[config.mk]
export PLATFORM = sky130hd
export DESIGN_NAME = mem_port_arbiter
export DESIGN_NICKNAME = d
export VERILOG_FILES = /design/src/rtl/mem_port_arbiter.sv
export SDC_FILE = /design/constraint.sdc
export NUM_CORES = 1
export LEC_CHECK = 0
export BUFFER_PORTS_ARGS = -buffer_cell sky130_fd_sc_hd__buf_4
export CORE_MARGIN = 2
export CORE_UTILIZATION = 35
export CTS_CLUSTER_DIAMETER = 40
export DETAILED_ROUTE_END_ITERATION = 8
export PLACE_DENSITY = 0.66
export REMOVE_ABC_BUFFERS = 1
export SLEW_MARGIN = 10
export SYNTH_ARGS = -nofsm -noshare
export SYNTH_HDL_FRONTEND = slang
export SYNTH_SLANG_ARGS = --single-unit
export TNS_END_PERCENT = 10
[constraint.sdc]
create_clock -name clk -period 2.7 [get_ports clk]
set_clock_uncertainty 0.05 [all_clocks]
set_input_delay 0.135 -clock clk [delete_from_list [all_inputs] [get_ports clk]]
set_output_delay 0.135 -clock clk [all_outputs]
set_load 0.01 [all_outputs]
[src/rtl/mem_port_arbiter.sv]
// Shares one single-port, fixed-latency SRAM between instruction fetch (IF)
// and the MEM-stage load/store port. Each access holds the SRAM pins for
// WAIT_CYCLES cycles, then a one-cycle RESP state pulses the granted ready.
// Simultaneous requests from IDLE alternate between the two requesters.
module mem_port_arbiter #(
  parameter int DATA_WIDTH      = 32,
  parameter int SRAM_ADDR_WIDTH = 18,
  parameter int WAIT_CYCLES     = 3
) (
  input  logic                       clk,
  input  logic                       rst,
  // instruction fetch port
  input  logic                       if_req,
  input  logic [31:0]                if_addr,
  output logic [DATA_WIDTH-1:0]      if_rdata,
  output logic                       if_ready,
  // MEM-stage load/store port
  input  logic                       mem_r_en,
  input  logic                       mem_w_en,
  input  logic [31:0]                mem_addr,
  input  logic [DATA_WIDTH-1:0]      mem_wdata,
  output logic [DATA_WIDTH-1:0]      mem_rdata,
  output logic                       mem_ready,
  // pipeline freeze
  output logic                       if_stall,
  output logic                       mem_stall,
  // external SRAM
  output logic [SRAM_ADDR_WIDTH-1:0] sram_addr,
  output logic [DATA_WIDTH-1:0]      sram_wdata,
  output logic                       sram_drive,
  input  logic [DATA_WIDTH-1:0]      sram_rdata,
  output logic                       sram_we_n,
  output logic                       sram_oe_n
);

  localparam logic [1:0] IDLE     = 2'd0;
  localparam logic [1:0] DATA_ACC = 2'd1;
  localparam logic [1:0] INST_ACC = 2'd2;
  localparam logic [1:0] RESP     = 2'd3;

  localparam logic GNT_DATA = 1'b0;
  localparam logic GNT_INST = 1'b1;

  // A one-cycle access still needs a one-bit counter.
  localparam int               CNT_W    = (WAIT_CYCLES > 1) ? $clog2(WAIT_CYCLES) : 1;
  localparam logic [CNT_W-1:0] CNT_LAST = CNT_W'(WAIT_CYCLES - 1);

  logic [1:0]                 state;
  logic [CNT_W-1:0]           cnt;
  logic                       gnt;
  logic                       last_grant;
  logic                       wr;
  logic [SRAM_ADDR_WIDTH-1:0] addr_q;
  logic [DATA_WIDTH-1:0]      wdata_q;

  logic dreq;
  logic pick_data;
  logic in_acc;

  // Only the word-address bits reach the SRAM; byte offset and high bits are dropped.
  logic unused_addr_bits;
  assign unused_addr_bits = ^{if_addr[31:SRAM_ADDR_WIDTH+2], if_addr[1:0],
                              mem_addr[31:SRAM_ADDR_WIDTH+2], mem_addr[1:0]};

  // Grant choice: DATA wins unless IF is also asking and DATA had the last grant.
  assign dreq      = mem_r_en | mem_w_en;
  assign pick_data = dreq & (~if_req | (last_grant == GNT_INST));
  assign in_acc    = (state == DATA_ACC) || (state == INST_ACC);

  // Access sequencer: grant in IDLE, hold pins WAIT_CYCLES cycles, pulse ready in RESP.
  // NOTE: every register here uses <= so all of them update from the same pre-edge values.
  always_ff @(posedge clk) begin
    if (rst) begin
      state      <= IDLE;
      cnt        <= '0;
      gnt        <= GNT_INST;
      last_grant <= GNT_INST;
      wr         <= 1'b0;
      addr_q     <= '0;
      wdata_q    <= '0;
      if_rdata   <= '0;
      mem_rdata  <= '0;
    end else begin
      case (state)
        IDLE: begin
          if (dreq || if_req) begin
            cnt     <= '0;
            wdata_q <= mem_wdata;
            // A simultaneous read+write request is performed as a write.
            wr      <= pick_data & mem_w_en;
            if (pick_data) begin
              state      <= DATA_ACC;
              gnt        <= GNT_DATA;
              last_grant <= GNT_DATA;
              addr_q     <= mem_addr[SRAM_ADDR_WIDTH+1:2];
            end else begin
              state      <= INST_ACC;
              gnt        <= GNT_INST;
              last_grant <= GNT_INST;
              addr_q     <= if_addr[SRAM_ADDR_WIDTH+1:2];
            end
          end
        end
        DATA_ACC, INST_ACC: begin
          cnt <= cnt + CNT_W'(1);
          if (cnt == CNT_LAST) begin
            state <= RESP;
            if (!wr) begin
              if (gnt == GNT_INST) if_rdata  <= sram_rdata;
              else                 mem_rdata <= sram_rdata;
            end
          end
        end
        RESP:    state <= IDLE;
        default: state <= IDLE;
      endcase
    end
  end

  // Ready pulses and SRAM pins decode directly from state, so a reset drops them next cycle.
  assign if_ready  = (state == RESP) && (gnt == GNT_INST);
  assign mem_ready = (state == RESP) && (gnt == GNT_DATA);

  assign if_stall  = if_req & ~if_ready;
  assign mem_stall = dreq & ~mem_ready;

  assign sram_addr  = addr_q;
  assign sram_wdata = wdata_q;
  assign sram_drive = in_acc & wr;
  assign sram_we_n  = ~(in_acc & wr);
  assign sram_oe_n  = ~(in_acc & ~wr);

endmodule

Yosys cells after proc, flatten, opt, wreduce, memory -nomap -nowiden
Index checks and enable logic that the tools add are counted.

storage, ports and cells
  word-level logic and storage cells = 50
  output and inout bits = 121
  bits of input ports = 133
  register bits = 120

operators by class
  eq/ne operators = 6
  $add $sub $neg = 1
  bitwise operators = 15
  multiplexer cells = 8
  reductions and logical operators = 12

operators with widths
  cell                                           number
  two-way mux 18 bit                             1
  two-way mux 2 bit                              4
  AND reduction 4 bit                            2
  NOT 1 bit                                      7
  AND 1 bit                                      6
  == test 2 bit, second input constant           3
  one-hot mux 2 bit (3 select lines)             1
  AND reduction 2 bit                            3
  inequality test 2 bit, second input constant   2
  one-hot mux 2 bit (2 select lines)             1
  adder 2 x 1 -> 2 bit, second input constant    1
  == test 2 x 1 -> 1 bit, second input constant  1
  logical AND 1 bit                              2
  zero test 2 bit                                1
  logical OR 1 bit                               2
  OR 1 bit                                       2
  nonzero test 2 bit                             1
  OR reduction 2 bit                             1
  two-way mux 1 bit                              1

Longest topological paths before layout
  depth in word-level cells = 6
  gate-level depth with buffers = 8
  gate-level depth less buffers = 5

Worst setup path after synthesis
No wires, ideal clock.

  path type = register -> register
  start = reg state[0]
  end = reg mem_rdata[13]
  stages on the path, launching flop included = 9
  path buffers = 3
  path slack = 1087 ps
  period minus slack after synthesis = 1613 ps
  arrival time = 1429 ps
  data required time = 2516 ps
  setup time = 134 ps
  cells stage by stage = dfxtp_1 -> inv_1 -> ha_1 -> buf_2 -> and4bb_2 -> buf_2 -> buf_4 -> nand2_1 -> a21oi_1

on the way
  word-level cells in the longest chain between the ends = 3
  elaborated cells on any way between the ends = 4
  those cells by class = eq/ne: 2; reduce/logical: 2

RTL lines
  item                                                            RTL line  source
  start: declaration                                              48        logic [1:0] state;
  start signal: assignment                                        74        state <= IDLE;
  start signal: assignment                                        92        state <= DATA_ACC;
  start signal: assignment                                        97        state <= INST_ACC;
  == test 2 x 1 -> 1 bit / == test 2 bit (equally long branches)  84        case (state)
  OR reduction 2 bit *                                            84
  AND reduction 4 bit (no source line) *                          n/a
  end signal: assignment                                          110       else mem_rdata <= sram_rdata;
  end: declaration                                                22        output logic [DATA_WIDTH-1:0] mem_rdata,

Mark *: on every way between the ends. The rest lies on a longest branch, timed or not.
A chain may end at the register's enable or synchronous reset.

Worst setup path in the final report
  start = reg state[0]
  end = reg addr_q[6], in the netlist sram_addr[6]

on the way
  word-level cells in the longest chain between the ends = 2

RTL lines
  item                                  RTL line  source
  zero test 2 bit                       84
  AND reduction 2 bit (no source line)  n/a
  end signal: assignment                95        addr_q <= mem_addr[SRAM_ADDR_WIDTH+1:2];
  end signal: assignment                100       addr_q <= if_addr[SRAM_ADDR_WIDTH+1:2];
  end: declaration                      53        logic [SRAM_ADDR_WIDTH-1:0] addr_q;

Every way passes these cells.

==> flow_summary.yaml <==
worst_hold_path:
  min_path_type: "input port to flip-flop"
  holdCritStartpoint: "if_addr[12]"
  timing.hold.worst_endpoint: "sram_addr[10]"
  hold_depth: 3
clock_network:
  htreeDepth: 4
  clkSinkCount: 120
  cts_tree: "done"
  ctsResizeCount: 0
  numCtsBuffers: 17
  clk_latency_ps: 410
  cts_hold_buf: 98
  path_clk_slew_ps: 60
  cts_root_buf: "clkbuf_16"
  postCtsSetupRepairBufs: 0
  clockBufferDepth: 2
detailed_routing:
  wirelength_um: 15310
  drt_iter0_drc: 285
  post-route-drc-count: 0
  routedWlPerCell_um: 14.36
  num_vias: 5214
  drtPass1Iterations: 7
  ant_nets: 0
  vias_per_cell: 4.891
setup_path:
  critPathBufInv: 3
  cp-end-kind: "flip-flop"
  worstPathRequired_ps: 3010
  worstPathCellList: "inv_1 -> ha_1 -> o31a_2 -> buf_4 -> o21ai_1 -> a31oi_1 -> dlygate4sd3_1"
  critPathTopFamily: "buffers and inverters"
  r2r_cells: 7
  worst_path_max_delay_cell: "dlygate4sd3_1"
  r2r_slack_ps: 200
  reg2reg_from: "state[0]"
  crit_type: "flip-flop to flip-flop"
  arrival_ps: 2810
  worstReg2RegEnd: "sram_addr[6]"
  cp_num_cells: 7
  crit_path_max_incr_delay_ps: 570
  worstPathMaxFanout: 21
  start_kind: "flip-flop"
timing:
  tns_ps: 0
  slew_headroom_pct: 42.57
  period_needed_ps: 2500
  finalHoldViolCount: 0
  tightestPinTransition_ps: 861.4
  rsz0062_at_grt: "no"
  min_period_over_period_pct: 92.58
  layout_setup_ws_ps: 200.3
  max_freq_mhz: 400.0
  setup_viol_count_final: 0
  final_max_slew_viol_count: 0
synthesis:
  yosys.area.top_type: "dfxtp_1"
  synth_cell_types: 36
  yosysWarnings: 0
  synth_cells: 574
  yosys-top-cells-area: "dfxtp_1, nand2_1, a21oi_1"
  synth_top_area_share_pct: 51.91
  ys_seq_elements: 120
  ys_seq_area_share_pct: 51.91
  syn_area_um2: 4628
  syn-mean-instance-area_um2: 8.063
run:
  cap_violations: 0
pwr:
  seq_power_share_pct: 32.6
  p_leak_nw: 3.433
  combPwrFrac_pct: 30.7
  power_density_nw_per_um2: 830.6
  irDropWorstVdd_mv: 0.6875
  p_sw_share_pct: 29.78
  switchingPower_w: 0.001981
  p_int_w: 0.004670
  pwr-share-clk_pct: 36.7
global_route:
  grt.total_usage_pct: 21.62
  grt_pass1_vias: 5173
  grt_pass1_wl_um: 24580
  grt.overflow.total: 0
  grt_antenna_before_repair: 0
  grt_start_max_net_pins: 72
cells_and_area:
  layout_commonest_cell: "buf_4"
  stdcell_count: 1066
  most-common-layout-cells: "buf_4, nand2_1, dfxtp_1, a21oi_1, dlygate4sd3_1"
  seq_area_um2: 2402
  antennaDiodeCount: 0
  fin_area_um2: 8008
  nFillCells: 1091
  drive_above_1_share_pct: 31.24
  nets: 1017
  multi_input_comb_area_um2: 1981
  syn2layout_area_growth_pct: 73.02
  fin_util_pct: 61.20
die:
  initial_utilization_pct: 35.37
  die_w_um: 119.0
  core_area_um2: 13090
  rows: 42
  io_pins: 254
  die_area_um2: 14160
  die_height_um: 119.0
status:
  status: "finished, final reports clean"
placement:
  dp_slack_ps: 767.6
  io_buffers: 225
  placed_cells: 939
  dp_hpwl_um: 9336
  gp_congestion: 0.7487
  placed_cell_area_um2: 6395
[layer usage]
metal / track usage [%] / vias up / routed length [um]
met1: 24.66 / 2410 / 6341
met4: 9.821 / 0 / 387
met2: 36.49 / 237 / 7477
li1: - / 2533 / -
met3: 7.328 / 34 / 1098
met5: 0 / - / 0
[power groups by stage]
| stage | logic (W) | clock network [W] | registers [W] |
|---|---|---|---|
| 2_1_floorplan | 0.000870 | 0 | 0.00228 |
| 3_3_place_gp | 0.00175 | 0 | 0.00218 |
| 3_5_place_dp | 0.00180 | 0 | 0.00220 |
| 4_1_cts | 0.00203 | 0.00248 | 0.00216 |
| 5_1_grt | 0.00223 | 0.00256 | 0.00220 |
| 6_report | 0.00204 | 0.00244 | 0.00217 |
[per-stage QoR]
step | power [W] | hold WS [ps]
final | 0.006651 | 17.18
after floorplan | 0.003148 | 152.9
after CTS | 0.006674 | 2.558
after detailed placement | 0.004000 | 342.5
after global routing | 0.006989 | 16.42
after global placement | 0.003939 | 332.4
[cell type report]
type / instances / share of cell area [%]
clock inverters: 8 / 2.141
inverters: 6 / 0.2813
well taps: 176 / 2.750
multi-input cells: 403 / 24.73
repair buffers: 332 / 34.34
clock buffers: 21 / 5.750
flip-flops and latches: 120 / 30.00
[worst max-delay path by stage]
stage                        start            end
final                     state[0]   sram_addr[6]
after global placement    state[0]   sram_addr[7]
after CTS                 state[0]  sram_addr[12]
after detailed placement  state[0]   sram_addr[6]
after global routing      state[0]  sram_addr[13]
after floorplan           state[0]  sram_addr[17]
[worst register-to-register path: stages (launching register included)]
cell           delay (ps)
dfxtp_1               310
inv_1                 100
ha_1                  320
o31a_2                560
buf_4                 270
o21ai_1                80
a31oi_1               190
dlygate4sd3_1         570
[registers in the layout, summed over array words and instances (netlist names)]
signal      cells
wr              1
mem_rdata      32
if_rdata       32
cnt             2
last_grant      1
state           2
sram_addr      18
sram_wdata     32
[cell families (layout without fill, tap and decap cells)]
| group | after synthesis | count (layout) | share of synthesized area, % |
|---|---|---|---|
| AND/OR/NAND/NOR | 237 | 237 | 21.30 |
| buffers and inverters | 51 | 367 | 5.326 |
| adder cells (fa/ha/maj) | 4 | 4 | 1.081 |
| flip-flops | 120 | 120 | 51.91 |
| AO/OA/AOI/OAI | 161 | 161 | 20.17 |
| multiplexers | 1 | 1 | 0.2163 |
[synth_stat cells]
| cell | number |
|---|---|
| a21oi_1 | 99 |
| a221oi_1 | 1 |
| a311oi_2 | 1 |
| a31oi_1 | 8 |
| a31oi_2 | 10 |
| a32o_1 | 1 |
| and2_1 | 1 |
| and2b_1 | 1 |
| and3_1 | 1 |
| and4b_1 | 1 |
| and4bb_2 | 1 |
| buf_2 | 20 |
| buf_4 | 4 |
| buf_6 | 2 |
| clkbuf_1 | 19 |
| dfxtp_1 | 120 |
| ha_1 | 4 |
| inv_1 | 6 |
| mux2i_1 | 1 |
| nand2_1 | 196 |
| nand2b_1 | 2 |
| nand3_1 | 20 |
| nand4b_1 | 1 |
| nand4bb_1 | 1 |
| nor2_1 | 5 |
| nor2_2 | 1 |
| nor2b_1 | 2 |
| nor4b_2 | 1 |
| o21ai_0 | 20 |
| o21ai_1 | 18 |
| o21ai_2 | 1 |
| o31a_1 | 1 |
| o31ai_4 | 1 |
| or2_1 | 1 |
| or3_1 | 1 |
| or4b_1 | 1 |
Power figures use the tool's default switching activity.
